==> src/rtl/snake_pkg.sv <==
// Shared snake-game definitions: grid defaults, direction encodings and cell helpers.
// Used by both the movement/collision stage and the matrix scanner.
package snake_pkg;

    localparam int unsigned GRID_W  = 9;
    localparam int unsigned GRID_H  = 10;
    localparam int unsigned COORD_W = 4;

    typedef enum logic [1:0] {
        DIR_UP    = 2'd0,
        DIR_RIGHT = 2'd1,
        DIR_DOWN  = 2'd2,
        DIR_LEFT  = 2'd3
    } dir_e;

    typedef enum logic {
        ScanBlank = 1'b0,
        ScanDrive = 1'b1
    } scan_state_e;

    function automatic int unsigned cell_index(input logic [COORD_W-1:0] x,
                                               input logic [COORD_W-1:0] y,
                                               input int unsigned        w = GRID_W);
        return 32'(y) * w + 32'(x);
    endfunction

    function automatic logic in_grid(input logic [COORD_W-1:0] x,
                                     input logic [COORD_W-1:0] y,
                                     input int unsigned        w = GRID_W,
                                     input int unsigned        h = GRID_H);
        return (32'(x) < w) && (32'(y) < h);
    endfunction

endpackage

==> src/rtl/snake_scan_timer.sv <==
// Row-scan sequencer: dwell/blank counters, row and frame counters, frame-boundary ready strobe.
// Exposes next-state values so the top can register pixel data on the same edge as the row drive.
module snake_scan_timer #(
    parameter int unsigned GRID_H       = 10,
    parameter int unsigned DWELL_CYCLES = 1000,
    parameter int unsigned BLANK_CYCLES = 16,
    parameter int unsigned FLASH_FRAMES = 30
) (
    input  logic       Game_Clk,
    input  logic       i_Rst_L,
    output logic       o_Scan_Nxt,
    output logic [3:0] o_Row_Nxt,
    output logic       o_Phase_Nxt,
    output logic       o_Frame_Ready
);
    import snake_pkg::*;

    localparam int unsigned CntMax = (DWELL_CYCLES > BLANK_CYCLES) ? DWELL_CYCLES : BLANK_CYCLES;
    localparam int unsigned CntW   = $clog2(CntMax + 1);
    localparam int unsigned FrmN   = 2 * FLASH_FRAMES;
    localparam int unsigned FrmW   = $clog2(FrmN + 1);

    scan_state_e     state_q, state_d;
    logic [CntW-1:0] cnt_q, cnt_d;
    logic [3:0]      row_q, row_d;
    logic [FrmW-1:0] frame_q, frame_d;
    logic            started_q, started_d;
    logic            ready_q, ready_d;

    // row_q holds the row being driven, or during blank the row to drive next.
    always_comb begin
        state_d   = state_q;
        cnt_d     = cnt_q + CntW'(1);
        row_d     = row_q;
        frame_d   = frame_q;
        started_d = started_q;
        unique case (state_q)
            ScanBlank: begin
                if (cnt_q == CntW'(BLANK_CYCLES - 1)) begin
                    state_d   = ScanDrive;
                    cnt_d     = '0;
                    started_d = 1'b1;
                end
            end
            ScanDrive: begin
                if (cnt_q == CntW'(DWELL_CYCLES - 1)) begin
                    state_d = ScanBlank;
                    cnt_d   = '0;
                    if (row_q == 4'(GRID_H - 1)) begin
                        row_d   = '0;
                        frame_d = (frame_q == FrmW'(FrmN - 1)) ? '0 : frame_q + FrmW'(1);
                    end else begin
                        row_d = row_q + 4'd1;
                    end
                end
            end
            default: ;
        endcase
        // The blank that follows reset is not a frame boundary.
        ready_d = (state_d == ScanBlank) && (cnt_d == CntW'(BLANK_CYCLES - 1)) &&
                  (row_d == 4'd0) && started_d;
    end

    always_ff @(posedge Game_Clk or negedge i_Rst_L) begin
        if (!i_Rst_L) begin
            state_q   <= ScanBlank;
            cnt_q     <= '0;
            row_q     <= '0;
            frame_q   <= '0;
            started_q <= 1'b0;
            ready_q   <= 1'b0;
        end else begin
            state_q   <= state_d;
            cnt_q     <= cnt_d;
            row_q     <= row_d;
            frame_q   <= frame_d;
            started_q <= started_d;
            ready_q   <= ready_d;
        end
    end

    assign o_Scan_Nxt    = (state_d == ScanDrive);
    assign o_Row_Nxt     = row_d;
    assign o_Phase_Nxt   = (frame_d >= FrmW'(FLASH_FRAMES));
    assign o_Frame_Ready = ready_q;

endmodule

==> src/rtl/snake_matrix_scanner.sv <==
// Double-buffered snake display scanner driving a multiplexed LED matrix row by row.
// Define SNAKE_FOOD_BLINK_EN to blink the food pixel with the collision flash period.
module snake_matrix_scanner #(
    parameter int unsigned GRID_W       = snake_pkg::GRID_W,
    parameter int unsigned GRID_H       = snake_pkg::GRID_H,
    parameter int unsigned DWELL_CYCLES = 1000,
    parameter int unsigned BLANK_CYCLES = 16,
    parameter int unsigned FLASH_FRAMES = 30
) (
    input  logic                     Game_Clk,
    input  logic                     i_Rst_L,
    input  logic                     i_Frame_Valid,
    output logic                     o_Frame_Ready,
    input  logic [GRID_W*GRID_H-1:0] i_SnakeBody,
    input  logic [3:0]               i_Head_X,
    input  logic [3:0]               i_Head_Y,
    input  logic [3:0]               i_Food_X,
    input  logic [3:0]               i_Food_Y,
    input  logic                     i_Collision,
    output logic [GRID_H-1:0]        o_Row_Sel,
    output logic [GRID_W-1:0]        o_Col_Body,
    output logic [GRID_W-1:0]        o_Col_Head,
    output logic [GRID_W-1:0]        o_Col_Food
);
    import snake_pkg::*;

    localparam int unsigned CellN = GRID_W * GRID_H;
`ifdef SNAKE_FOOD_BLINK_EN
    localparam logic BlinkEn = 1'b1;
`else
    localparam logic BlinkEn = 1'b0;
`endif

    logic [CellN-1:0]  body_q, src_body;
    logic [3:0]        head_x_q, head_y_q, food_x_q, food_y_q;
    logic [3:0]        src_hx, src_hy, src_fx, src_fy;
    logic              coll_q, src_coll;
    logic              xfer, scan_nxt, phase_nxt;
    logic [3:0]        row_nxt;
    logic [GRID_W-1:0] row_bits, head_col, food_col;
    logic [GRID_H-1:0] row_sel_d;
    logic [GRID_W-1:0] body_d, head_d, food_d;

    snake_scan_timer #(
        .GRID_H      (GRID_H),
        .DWELL_CYCLES(DWELL_CYCLES),
        .BLANK_CYCLES(BLANK_CYCLES),
        .FLASH_FRAMES(FLASH_FRAMES)
    ) u_timer (
        .Game_Clk     (Game_Clk),
        .i_Rst_L      (i_Rst_L),
        .o_Scan_Nxt   (scan_nxt),
        .o_Row_Nxt    (row_nxt),
        .o_Phase_Nxt  (phase_nxt),
        .o_Frame_Ready(o_Frame_Ready)
    );

    assign xfer = i_Frame_Valid && o_Frame_Ready;

    // A transfer lands on the same edge as row 0, so render straight from the inputs then.
    always_comb begin
        src_body = xfer ? i_SnakeBody : body_q;
        src_hx   = xfer ? i_Head_X    : head_x_q;
        src_hy   = xfer ? i_Head_Y    : head_y_q;
        src_fx   = xfer ? i_Food_X    : food_x_q;
        src_fy   = xfer ? i_Food_Y    : food_y_q;
        src_coll = xfer ? i_Collision : coll_q;

        row_bits = GRID_W'(src_body >> cell_index(4'd0, row_nxt, GRID_W));
        head_col = (in_grid(src_hx, src_hy, GRID_W, GRID_H) && (src_hy == row_nxt)) ?
                   (GRID_W'(1) << src_hx) : '0;
        food_col = (in_grid(src_fx, src_fy, GRID_W, GRID_H) && (src_fy == row_nxt)) ?
                   (GRID_W'(1) << src_fx) : '0;

        row_sel_d = '0;
        body_d    = '0;
        head_d    = '0;
        food_d    = '0;
        if (scan_nxt) begin
            row_sel_d = GRID_H'(1) << row_nxt;
            body_d    = row_bits & ~head_col;
            head_d    = head_col;
            food_d    = food_col;
            if (src_coll && phase_nxt) begin
                head_d = '1;
                body_d = '0;
                food_d = '0;
            end
            if (BlinkEn && phase_nxt) begin
                food_d = '0;
            end
        end
    end

    always_ff @(posedge Game_Clk or negedge i_Rst_L) begin
        if (!i_Rst_L) begin
            body_q     <= '0;
            head_x_q   <= '0;
            head_y_q   <= '0;
            food_x_q   <= '0;
            food_y_q   <= '0;
            coll_q     <= 1'b0;
            o_Row_Sel  <= '0;
            o_Col_Body <= '0;
            o_Col_Head <= '0;
            o_Col_Food <= '0;
        end else begin
            body_q     <= src_body;
            head_x_q   <= src_hx;
            head_y_q   <= src_hy;
            food_x_q   <= src_fx;
            food_y_q   <= src_fy;
            coll_q     <= src_coll;
            o_Row_Sel  <= row_sel_d;
            o_Col_Body <= body_d;
            o_Col_Head <= head_d;
            o_Col_Food <= food_d;
        end
    end

endmodule

==> config.mk <==
export PLATFORM = sky130hd
export DESIGN_NAME = snake_matrix_scanner
export DESIGN_NICKNAME = d
export VERILOG_FILES = /design/src/rtl/snake_pkg.sv /design/src/rtl/snake_scan_timer.sv /design/src/rtl/snake_matrix_scanner.sv
export SDC_FILE = /design/constraint.sdc
export NUM_CORES = 1
export LEC_CHECK = 0
export CAP_MARGIN = 10
export CORE_ASPECT_RATIO = 1.1
export CORE_MARGIN = 2
export CORE_UTILIZATION = 30
export DETAILED_ROUTE_END_ITERATION = 10
export GPL_ROUTABILITY_DRIVEN = 0
export GPL_TIMING_DRIVEN = 0
export PLACE_DENSITY = 0.6
export REMOVE_ABC_BUFFERS = 1
export SYNTH_ARGS = -nofsm -noshare
export SYNTH_HDL_FRONTEND = slang
export SYNTH_HIERARCHICAL = 1
export SYNTH_SLANG_ARGS = --single-unit
export TNS_END_PERCENT = 100
==> constraint.sdc <==
create_clock -name Game_Clk -period 3.14 [get_ports Game_Clk]
set_input_delay 0.628 -clock Game_Clk [delete_from_list [all_inputs] [get_ports Game_Clk]]
set_output_delay 0.628 -clock Game_Clk [all_outputs]
set_load 0.01 [all_outputs]
==> qor.yml, run 1 <==
outcome:
  outcome: "completed"
yosys:
  synth-simple-area-share: 0.165
  synth_top_family_by_area: "simple AND/OR/NAND/NOR gates"
  synth.distinct_cells: 71
  synth.avg_cell_area_um2: 11.2
  ys_warn_count: 6
  syn-cell-area_um2: 7850
  synth_xor_xnor_area_share: 0.0167
  synth-adder-area-share: 0.00319
  synth.mux.area_fraction: 0.0998
  synth_enable_flop_cells: 0
  synth_compound_area_frac: 0.148
  async_flop_share: 1.00
  ys.flop_type: "dfrtp_1"
  synthCells: 698
  ys_ff_latch: 167
  synth_seq_area_share: 0.532
sta:
  finalSetupViolCount: 0
  max-slew-margin-rel: 0.550
  fmax_ghz: 0.330
  fin_worst_skew_ns: 0.0118
  fin_setup_tns_ns: 0
  fin_crit_sh: 0.966
  layout_setup_ws_ns: 0.107
  finalHoldViolCount: 0
  rsz0062_at_grt: "yes"
  fin_crit_ns: 3.03
  slew_violations: 0
  worst_slew_pin_slew_ns: 0.675
  hold_ws_ns: 0.216
drt:
  vias_per_cell: 4.99
  firstDrtPassIters: 5
  drt_iter0_markers: 353
  postRouteAntennaNets: 0
  drc: 0
  wirelength_um: 22400
  via_count: 5989
  avgRoutedWirePerCell_um: 18.7
global_route:
  grt_pass1_vias: 6171
  grt_usage: 0.168
  busiest_layer: "met2"
  grt.overflow.total: 0
  grt_util_met3: 0.0323
  antenna_found_initial: 0
  met2_usage: 0.283
  grt_pass1_wl_um: 34800
  grt_max_degree: 85
  grtUsageMet1: 0.218
final_layout:
  nFillCells: 2549
  antennaDiodeCount: 0
  utilization: 0.404
  final_common_cell: "dfrtp_1"
  layout.nets: 950
  syn_to_final_growth_pct: 33.5
  final_cell_mix: "166 x dfrtp_1, 145 x clkdlybuf4s50_1, 58 x nand2_1"
  layout-drive-gt1-share: 0.179
die:
  fp.dieArea_um2: 27500
  die_w_um: 158
  fp-row-count: 62
  dieHeight_um: 174
  start_util: 0.303
  core-area_um2: 25900
  ios: 148
power_and_ir_drop:
  seqPwrFrac: 0.473
  leakagePower_uw: 0.00507
  ir_drop_uv: 303
  p_switching_uw: 928
  comb_power_share: 0.045
  clkPwrFrac: 0.482
  p_int_uw: 3620
  p_per_area_nw_per_um2: 434
  p_sw_frac: 0.204
  total_power_uw: 4550
critical_path:
  criticalPathCategory: "register to register"
  crit_arrival_ns: 3.36
  crit_required_ns: 3.46
  endpoint_kind: "register"
  cp-start-kind: "register"
  critPathMaxFanout: 9
clocking:
  cts_tree: "done"
  htree_levels: 4
  clockBufferDepth: 2
  clkLatencyLatePin_ns: 0.42
  clock-sinks: 167
  clk_pin_slew_worst_paths_ns: 0.06
  root_buffer: "clkbuf_16"
  cts_buffers: 17
flow_run:
  cap_violations: 0
placed_design:
  dpl_worst_slack_ns: -1.51
  portBuffers: 147
  dp_hpwl_um: 14800
hold_path:
  hp-class: "input port to asynchronous set/reset pin"
-- metal layers --
| layer | routed length, um | part of all wire |
|---|---|---|
| met3 | 759 | 0.034 |
| met5 | 0 | 0 |
| met2 | 11200 | 0.50 |
| met1 | 10100 | 0.45 |
| met4 | 326 | 0.015 |
-- layout make-up --
cell class	instances	area [um^2]	share of cell area
tap	352	440	0.0420
clock buffer	21	450	0.0430
sequential	167	4180	0.399
timing repair buffer	166	1670	0.160
inverter	11	45.0	0.00430
multi-input combinational	475	3540	0.337
clock inverter	8	150	0.0143
-- worst max-delay path, cell delays in order (launching register included) --
cell and delay [ns]:
dfrtp_1 0.42, ha_2 0.25, and2_1 0.19, and3_4 0.26
nand3_1 0.19, xnor2_4 0.22, buf_4 0.18, or3_1 0.43
a221oi_4 0.34, o2111ai_2 0.24, nor4_1 0.21
-- stage by stage --
stage / std cells / cell area, um^2
CTS: 1197 / 10400
global placement: 1151 / 9530
detailed placement: 1156 / 9620
floorplan: 652 / 7620
global route: 1200 / 10500
finish: 1200 / 10500
-- Yosys cell counts, drive strengths merged (5+ instances only) --
cell type / count / share of area
dfrtp: 167 / 0.53
nand2: 61 / 0.029
mux2: 57 / 0.082
and3: 44 / 0.035
nor2: 41 / 0.020
nand3: 27 / 0.017
buf: 25 / 0.020
a21o: 24 / 0.023
a211oi: 21 / 0.020
clkbuf: 21 / 0.010
nor3: 15 / 0.010
a21boi: 14 / 0.013
o22a: 14 / 0.016
inv: 11 / 0.0053
o21ai: 11 / 0.0070
xnor2: 11 / 0.012
a221oi: 9 / 0.011
nand2b: 8 / 0.0064
nor4: 8 / 0.0064
a21bo: 7 / 0.0089
a311o: 7 / 0.0089
mux2i: 7 / 0.0089
or2: 6 / 0.0048
a31o: 5 / 0.0056
and2: 5 / 0.0043
nand3b: 5 / 0.0048
or3: 5 / 0.0040
-- timing repair --
item / 4_1_cts / 5_1_grt
pin swaps: 3 / 1
cloned: 1 / 0
setup buffers: 11 / 3
setup endpoints to repair: 35 / 23
gates resized for setup: 19 / 12
hold buffers: 0 / 0
-- final timing paths --
check / slack [ns] / cells after the start / start / endpoint
max in group asynchronous: 2.07 / 2 / i_Rst_L / u_timer/o_Frame_Ready
setup reg to reg: 0.11 / 10 / u_timer/cnt_q[0] / o_Col_Food[3]
hold reg to reg: 0.47 / 1 / u_timer/started_q / u_timer/started_q
hold / removal: 0.22 / 1 / i_Rst_L / body_q[83]
setup / recovery: 0.11 / 10 / u_timer/cnt_q[0] / o_Col_Food[3]
min in group Game_Clk: 0.47 / 1 / u_timer/started_q / u_timer/started_q
-- cells by family after synthesis --
logic type	Yosys count
compound gates	144
xor+xnor	15
fa+ha+maj	2
buf+inv	57
flops	167
mux	67
simple gates	246
-- registers in the layout (all words and copies together), names as in the netlist, 6 cells and up --
register / count
o_Row_Sel: 10
u_timer/cnt_q: 10
o_Col_Head: 9
u_timer/frame_q: 6
body_q: 90
o_Col_Food: 9
o_Col_Body: 9
-- power by group through the flow --
stage / combinational [uW] / sequential [uW] / clock (uW)
2_1_floorplan: 3.88 / 2190 / 0
3_3_place_gp: 205 / 2190 / 0
3_5_place_dp: 209 / 2190 / 0
4_1_cts: 210 / 2150 / 2240
5_1_grt: 223 / 2150 / 2340
6_report: 205 / 2150 / 2190
(Power assumes the default switching activity.)
==> inputs of run 2 (changes only) <==
Settings changed: CAP_MARGIN 10 to 0, CORE_MARGIN 2 to 5.
==> run 2 against run 1 <==
Net effect:
- sequential share of layout area about the same
- maximum frequency is 0.29% higher
- combinational power is essentially flat
==> qor.yml, run 2 (same netlist as run 1, synthesis figures left out) <==
outcome:
  outcome: "completed"
drt:
  firstDrtPassIters: 5  # unchanged
  drt_iter0_markers: 294  # -17%
  vias_per_cell: 5.00  # +0.17%
  wirelength_um: 22700  # +1.4%
  avgRoutedWirePerCell_um: 18.9  # +1.3%
  postRouteAntennaNets: 0  # unchanged
  via_count: 6004  # +0.25%
  drc: 0  # unchanged
sta:
  finalHoldViolCount: 0  # unchanged
  finalSetupViolCount: 0  # unchanged
  fmax_ghz: 0.331  # +0.29%
  fin_crit_sh: 0.963  # -0.00278
  worst_slew_pin_slew_ns: 0.759  # +0.0838 ns
  fin_worst_skew_ns: 0.0135  # +0.00166 ns
  layout_setup_ws_ns: 0.115  # +0.00872 ns
  max-slew-margin-rel: 0.494  # -0.0558
  fin_crit_ns: 3.02  # -0.00872 ns
  slew_violations: 0  # unchanged
  rsz0062_at_grt: "no"
die:
  core-area_um2: 26000  # +0.30%
  fp-row-count: 62  # unchanged
  start_util: 0.302  # -0.000904
  dieHeight_um: 180  # +3.5%
  ios: 148  # unchanged
  die_w_um: 164  # +3.8%
  fp.dieArea_um2: 29500  # +7.4%
critical_path:
  ff2ff_path_depth: 10  # unchanged
  critPathMaxFanout: 10  # +1
  crit_arrival_ns: 3.37  # about the same
  reg2reg_from: "u_timer/cnt_q[4]"
  rrSetupSlack_ns: 0.12  # about the same
  endpoint_kind: "register"
  crit_required_ns: 3.49  # +0.03 ns
  criticalPathCategory: "register to register"
  cp-start-kind: "register"
  timing.rr.end: "o_Col_Food[7]"
placed_design:
  place_inst: 1155  # -0.087%
  dp_hpwl_um: 15000  # +1.4%
  portBuffers: 147  # unchanged
  dpl_worst_slack_ns: -1.76  # -0.243 ns
clocking:
  cts_tree: "done"
  cts_buffers: 17  # unchanged
  clockBufferDepth: 2  # unchanged
  clkLatencyLatePin_ns: 0.42  # about the same
  clk_pin_slew_worst_paths_ns: 0.07  # about the same
  htree_levels: 4  # unchanged
  clock-sinks: 167  # unchanged
  root_buffer: "clkbuf_16"
final_layout:
  final_common_cell: "dfrtp_1"
  largest_reg_flops: 90  # unchanged
  syn_to_final_growth_pct: 33.5  # about the same
  final_cell_mix: "164 x dfrtp_1, 145 x clkdlybuf4s50_1, 58 x nand2_1"
  top_regs: "body_q (90), o_Row_Sel (10), u_timer/cnt_q (10)"
  utilization: 0.403  # -0.00111
  nFillCells: 2558  # +0.35%
  fin_cells: 1201  # +0.083%
  layout.nets: 948  # -0.21%
  top_register: "body_q"
  antennaDiodeCount: 0  # unchanged
  layout-drive-gt1-share: 0.186  # +0.00686
global_route:
  grt_usage: 0.155  # -0.0128
  grt_pass1_wl_um: 35400  # +1.7%
  grt_pass1_vias: 6146  # -0.41%
  grt.overflow.total: 0  # unchanged
  antenna_found_initial: 0  # unchanged
  grt_max_degree: 90  # +5.9%
hold_path:
  hp-class: "input port to asynchronous set/reset pin"
power_and_ir_drop:
  comb_power_share: 0.046  # about the same
  leakagePower_uw: 0.00504  # -0.56%
  clkPwrFrac: 0.468  # -0.014
  p_per_area_nw_per_um2: 422  # -2.6%
  seqPwrFrac: 0.486  # +0.013
  p_sw_frac: 0.229  # +0.0245
  p_int_uw: 3410  # -5.6%
  ir_drop_uv: 260  # -14%
  p_switching_uw: 1010  # +9.1%
flow_run:
  cap_violations: 0  # unchanged
run 2: power groups by stage:
stage | sequential [uW] | clock, uW | combinational [uW]
floorplan | 2190 | 0 | 3.88
global placement | 2190 | 0 | 204
detailed placement | 2190 | 0 | 208
CTS | 2150 | 2130 | 210
global route | 2150 | 2220 | 223
finish | 2150 | 2070 | 204
run 2: cell type report:
cell class,count,area (um^2),area share
Timing Repair Buffer,163,1650,0.157
Tap cell,352,440,0.0420
Multi-Input combinational cell,476,3580,0.342
Clock inverter,13,136,0.0130
Inverter,11,45.0,0.00430
Clock buffer,19,443,0.0423
Sequential cell,167,4190,0.399
run 2: repair_timing:
action | 4_1_cts | 5_1_grt
gates resized for setup | 27 | 8
hold buffers | 0 | 0
cloned | 2 | 0
pin swaps | 4 | 1
setup endpoints to repair | 35 | 23
buffers inserted | 12 | 0
run 2: metrics by stage:
stage | hold WS (ns) | area [um^2] | setup TNS (ns) | power [uW]
floorplan | 0.332 | 7620 | -3.99 | 2200
global placement | 0.457 | 9530 | -1124.03 | 2400
detailed placement | 0.457 | 9590 | -31.27 | 2400
CTS | 0.216 | 10400 | 0 | 4490
global route | 0.229 | 10500 | 0 | 4590
finish | 0.191 | 10500 | 0 | 4430
run 2: worst max-delay path by stage:
stage | from | endpoint | slack (ns) | cells past startpoint
floorplan | u_timer/cnt_q[0] | o_Col_Food[7] | -0.23 | 9
global placement | i_Rst_L | body_q[51] | -5.86 | 1
detailed placement | u_timer/cnt_q[0] | o_Col_Body[5] | -1.76 | 9
CTS | i_Frame_Valid | o_Col_Body[5] | 0.04 | 6
global route | u_timer/row_q[2] | o_Col_Food[0] | 0.01 | 10
finish | u_timer/cnt_q[4] | o_Col_Food[7] | 0.12 | 10
run 2: worst max-delay path, cell delays in order, from the launching register on:
cell and delay (ns):
dfrtp_1 0.42, and4bb_4 0.38, and3_4 0.26, nand3_2 0.15
xnor2_4 0.18, buf_6 0.15, buf_6 0.15, or3_1 0.42
a221oi_4 0.38, o2111ai_2 0.25, nor3_2 0.21
run 2: layer usage:
| metal | track usage | part of all wire |
|---|---|---|
| met2 | 0.252 | 0.49 |
| met4 | 0.0359 | 0.012 |
| met5 | 0 | 0 |
| met1 | 0.214 | 0.46 |
| met3 | 0.0302 | 0.040 |
==> inputs of run 3 (changes only) <==
Settings changed: CORE_MARGIN 5 to default, GPL_ROUTABILITY_DRIVEN 0 to 1.
==> run 3 against run 2 <==
Net effect:
- design area decreased by 0.35%
- sequential power about the same
- power increased by 3.5%
- combinational power about the same
- global-route usage increased by 1.6 points
- critical path type unchanged
- critical endpoint is now o_Col_Body[0]
- largest cell class unchanged
- highest routed layer unchanged
==> qor.yml, run 3 (same netlist as run 1, synthesis figures left out) <==
placed_design:
  portBuffers: 147  # unchanged
  place_area_um2: 9570  # -0.23%
  dpl_worst_slack_ns: -1.58  # +0.177 ns
  place.gp.congestion: 0.823
  dp_hpwl_um: 14300  # -4.5%
critical_path:
  critPathSlowestCell: "or4_1"
  crit_family: "simple AND/OR/NAND/NOR gates"
  crit_required_ns: 3.50  # about the same
  critPathMaxFanout: 19  # +9
  critPathMaxStageDelay_ns: 0.58  # +0.16 ns
  ff2ff_path_depth: 10  # unchanged
  crit_arrival_ns: 3.32  # -0.05 ns
  cp-start-kind: "register"
  crit_cells: 10  # unchanged
  path_cells: "ha_2, and2_1, and3_2, xor2_4, buf_4, nand2b_4, a211oi_1, or4_1, o311ai_0, and3_1"
  criticalPathCategory: "register to register"
  crit_buf_inv: 1  # -1
  timing.rr.end: "o_Col_Body[0]"
  crit_path_start: "u_timer/cnt_q[0]"
  endpoint: "o_Col_Body[0]"
  reg2reg_from: "u_timer/cnt_q[0]"
  rrSetupSlack_ns: 0.17  # +0.06 ns
  endpoint_kind: "register"
drt:
  vias_per_cell: 5.01  # +0.22%
  firstDrtPassIters: 5  # unchanged
  postRouteAntennaNets: 0  # unchanged
  drc: 0  # unchanged
  drt_iter0_markers: 306  # +4.1%
  via_count: 5962  # -0.70%
  wirelength_um: 22200  # -2.5%
  avgRoutedWirePerCell_um: 18.6  # -1.6%
sta:
  fin_setup_tns_ns: 0  # unchanged
  fin_crit_ns: 2.97  # -0.0591 ns
  fin_worst_skew_ns: 0.00827  # -0.00519 ns
  layout_setup_ws_ns: 0.174  # +0.0591 ns
  finalSetupViolCount: 0  # unchanged
  fin_crit_sh: 0.944  # -0.0188
  slew_violations: 0  # unchanged
  worst_slew_pin_slew_ns: 0.888  # +0.129 ns
  fmax_ghz: 0.337  # +2.0%
  finalHoldViolCount: 0  # unchanged
  max-slew-margin-rel: 0.408  # -0.0861
  rsz0062_at_grt: "yes"
clocking:
  root_buffer: "clkbuf_16"
  clkLatencyLatePin_ns: 0.42  # about the same
  ctsHoldBuffers: 0  # unchanged
  cts_buffers: 17  # unchanged
  cts_tree: "done"
  clock-sinks: 167  # unchanged
  htree_levels: 4  # unchanged
  clockBufferDepth: 2  # unchanged
  clk_pin_slew_worst_paths_ns: 0.06  # about the same
outcome:
  outcome: "completed"
final_layout:
  antennaDiodeCount: 0  # unchanged
  final_common_cell: "dfrtp_1"
  largest_reg_flops: 90  # unchanged
  top_regs: "body_q (90), o_Row_Sel (10), u_timer/cnt_q (10)"
  layout-drive-gt1-share: 0.179  # -0.00719
  syn_to_final_growth_pct: 33.1
  final_cell_mix: "166 x dfrtp_1, 145 x clkdlybuf4s50_1, 58 x nand2_1"
  final_area_um2: 10400  # -0.35%
  top_register: "body_q"
  layout.nets: 944  # -0.42%
power_and_ir_drop:
  ir_drop_uv: 324  # +25%
  p_per_area_nw_per_um2: 439  # +3.9%
  total_power_uw: 4580  # +3.5%
  leakagePower_uw: 0.00506  # +0.48%
global_route:
  grt_pass1_vias: 5857  # -4.7%
  busiest_layer: "met2"
  grt_util_met3: 0.0315  # +0.00126
  met2_usage: 0.288  # +0.0358
  grt_pass1_wl_um: 34300  # -3.1%
  antenna_found_initial: 0  # unchanged
  grt.overflow.total: 0  # unchanged
  grtUsageMet1: 0.225  # +0.0106
  grt_usage: 0.171  # +0.0160
  grt_max_degree: 87  # -3.3%
hold_path:
  hp-class: "input port to asynchronous set/reset pin"
die:
  core-area_um2: 25500  # -1.9%
  ios: 148  # unchanged
  fp.dieArea_um2: 26800  # -9.1%
  die_w_um: 156  # -4.9%
  dieHeight_um: 172  # -4.5%
  fp-row-count: 61  # -1.6%
  start_util: 0.308  # +0.00587
flow_run:
  cap_violations: 0  # unchanged
==> run 3: worst register-to-register path: stages, from the launching register on <==
cell and delay, ns:
dfrtp_1 0.43, ha_2 0.24, and2_1 0.18, and3_2 0.30
xor2_4 0.20, buf_4 0.17, nand2b_4 0.28, a211oi_1 0.09
or4_1 0.58, o311ai_0 0.19, and3_1 0.24
==> run 3: metal layers <==
layer | routed length (um) | vias up
li1 | - | 2821
met1 | 10200 | 2996
met2 | 10900 | 131
met3 | 795 | 14
met4 | 262 | 0
met5 | 0 | -
==> run 3: layout make-up <==
| class | instances | area [um^2] |
|---|---|---|
| Multi-Input combinational cell | 476 | 3570 |
| Inverter | 11 | 45.0 |
| Clock buffer | 19 | 443 |
| Sequential cell | 167 | 4180 |
| Fill cell | 2503 | 15000 |
| Tap cell | 346 | 433 |
| Clock inverter | 12 | 176 |
| Timing Repair Buffer | 159 | 1590 |
==> run 3: power by group <==
group	internal, uW	switching [uW]	leakage (uW)
registers	2150	0	0.00230
clock network	1350	878	0.000299
logic	125	78.2	0.00247
total	3630	956	0.00506
==> run 3: per-stage QoR <==
stage,cells,utilization,hold WS [ns]
after CTS,1189,0.407,0.222
after global placement,1145,0.373,0.455
after global routing,1190,0.410,0.237
final,1190,0.410,0.190
after detailed placement,1147,0.375,0.455
after floorplan,652,-,0.332
==> run 3: worst min-delay path by stage <==
stage / to / start
after floorplan: body_q[0] / i_Rst_L
after global placement: u_timer/started_q / u_timer/started_q
after detailed placement: u_timer/started_q / u_timer/started_q
after CTS: o_Row_Sel[8] / i_Rst_L
after global routing: o_Col_Head[3] / i_Rst_L
final: o_Col_Head[3] / i_Rst_L
==> run 3: what timing repair did <==
action / CTS / global route
resized for setup: 23 / 8
cloned: 2 / 0
pin swaps: 3 / 1
endpoints found under the hold margin: 0 / 0
setup endpoints to repair: 35 / 26
buffers inserted: 9 / 1
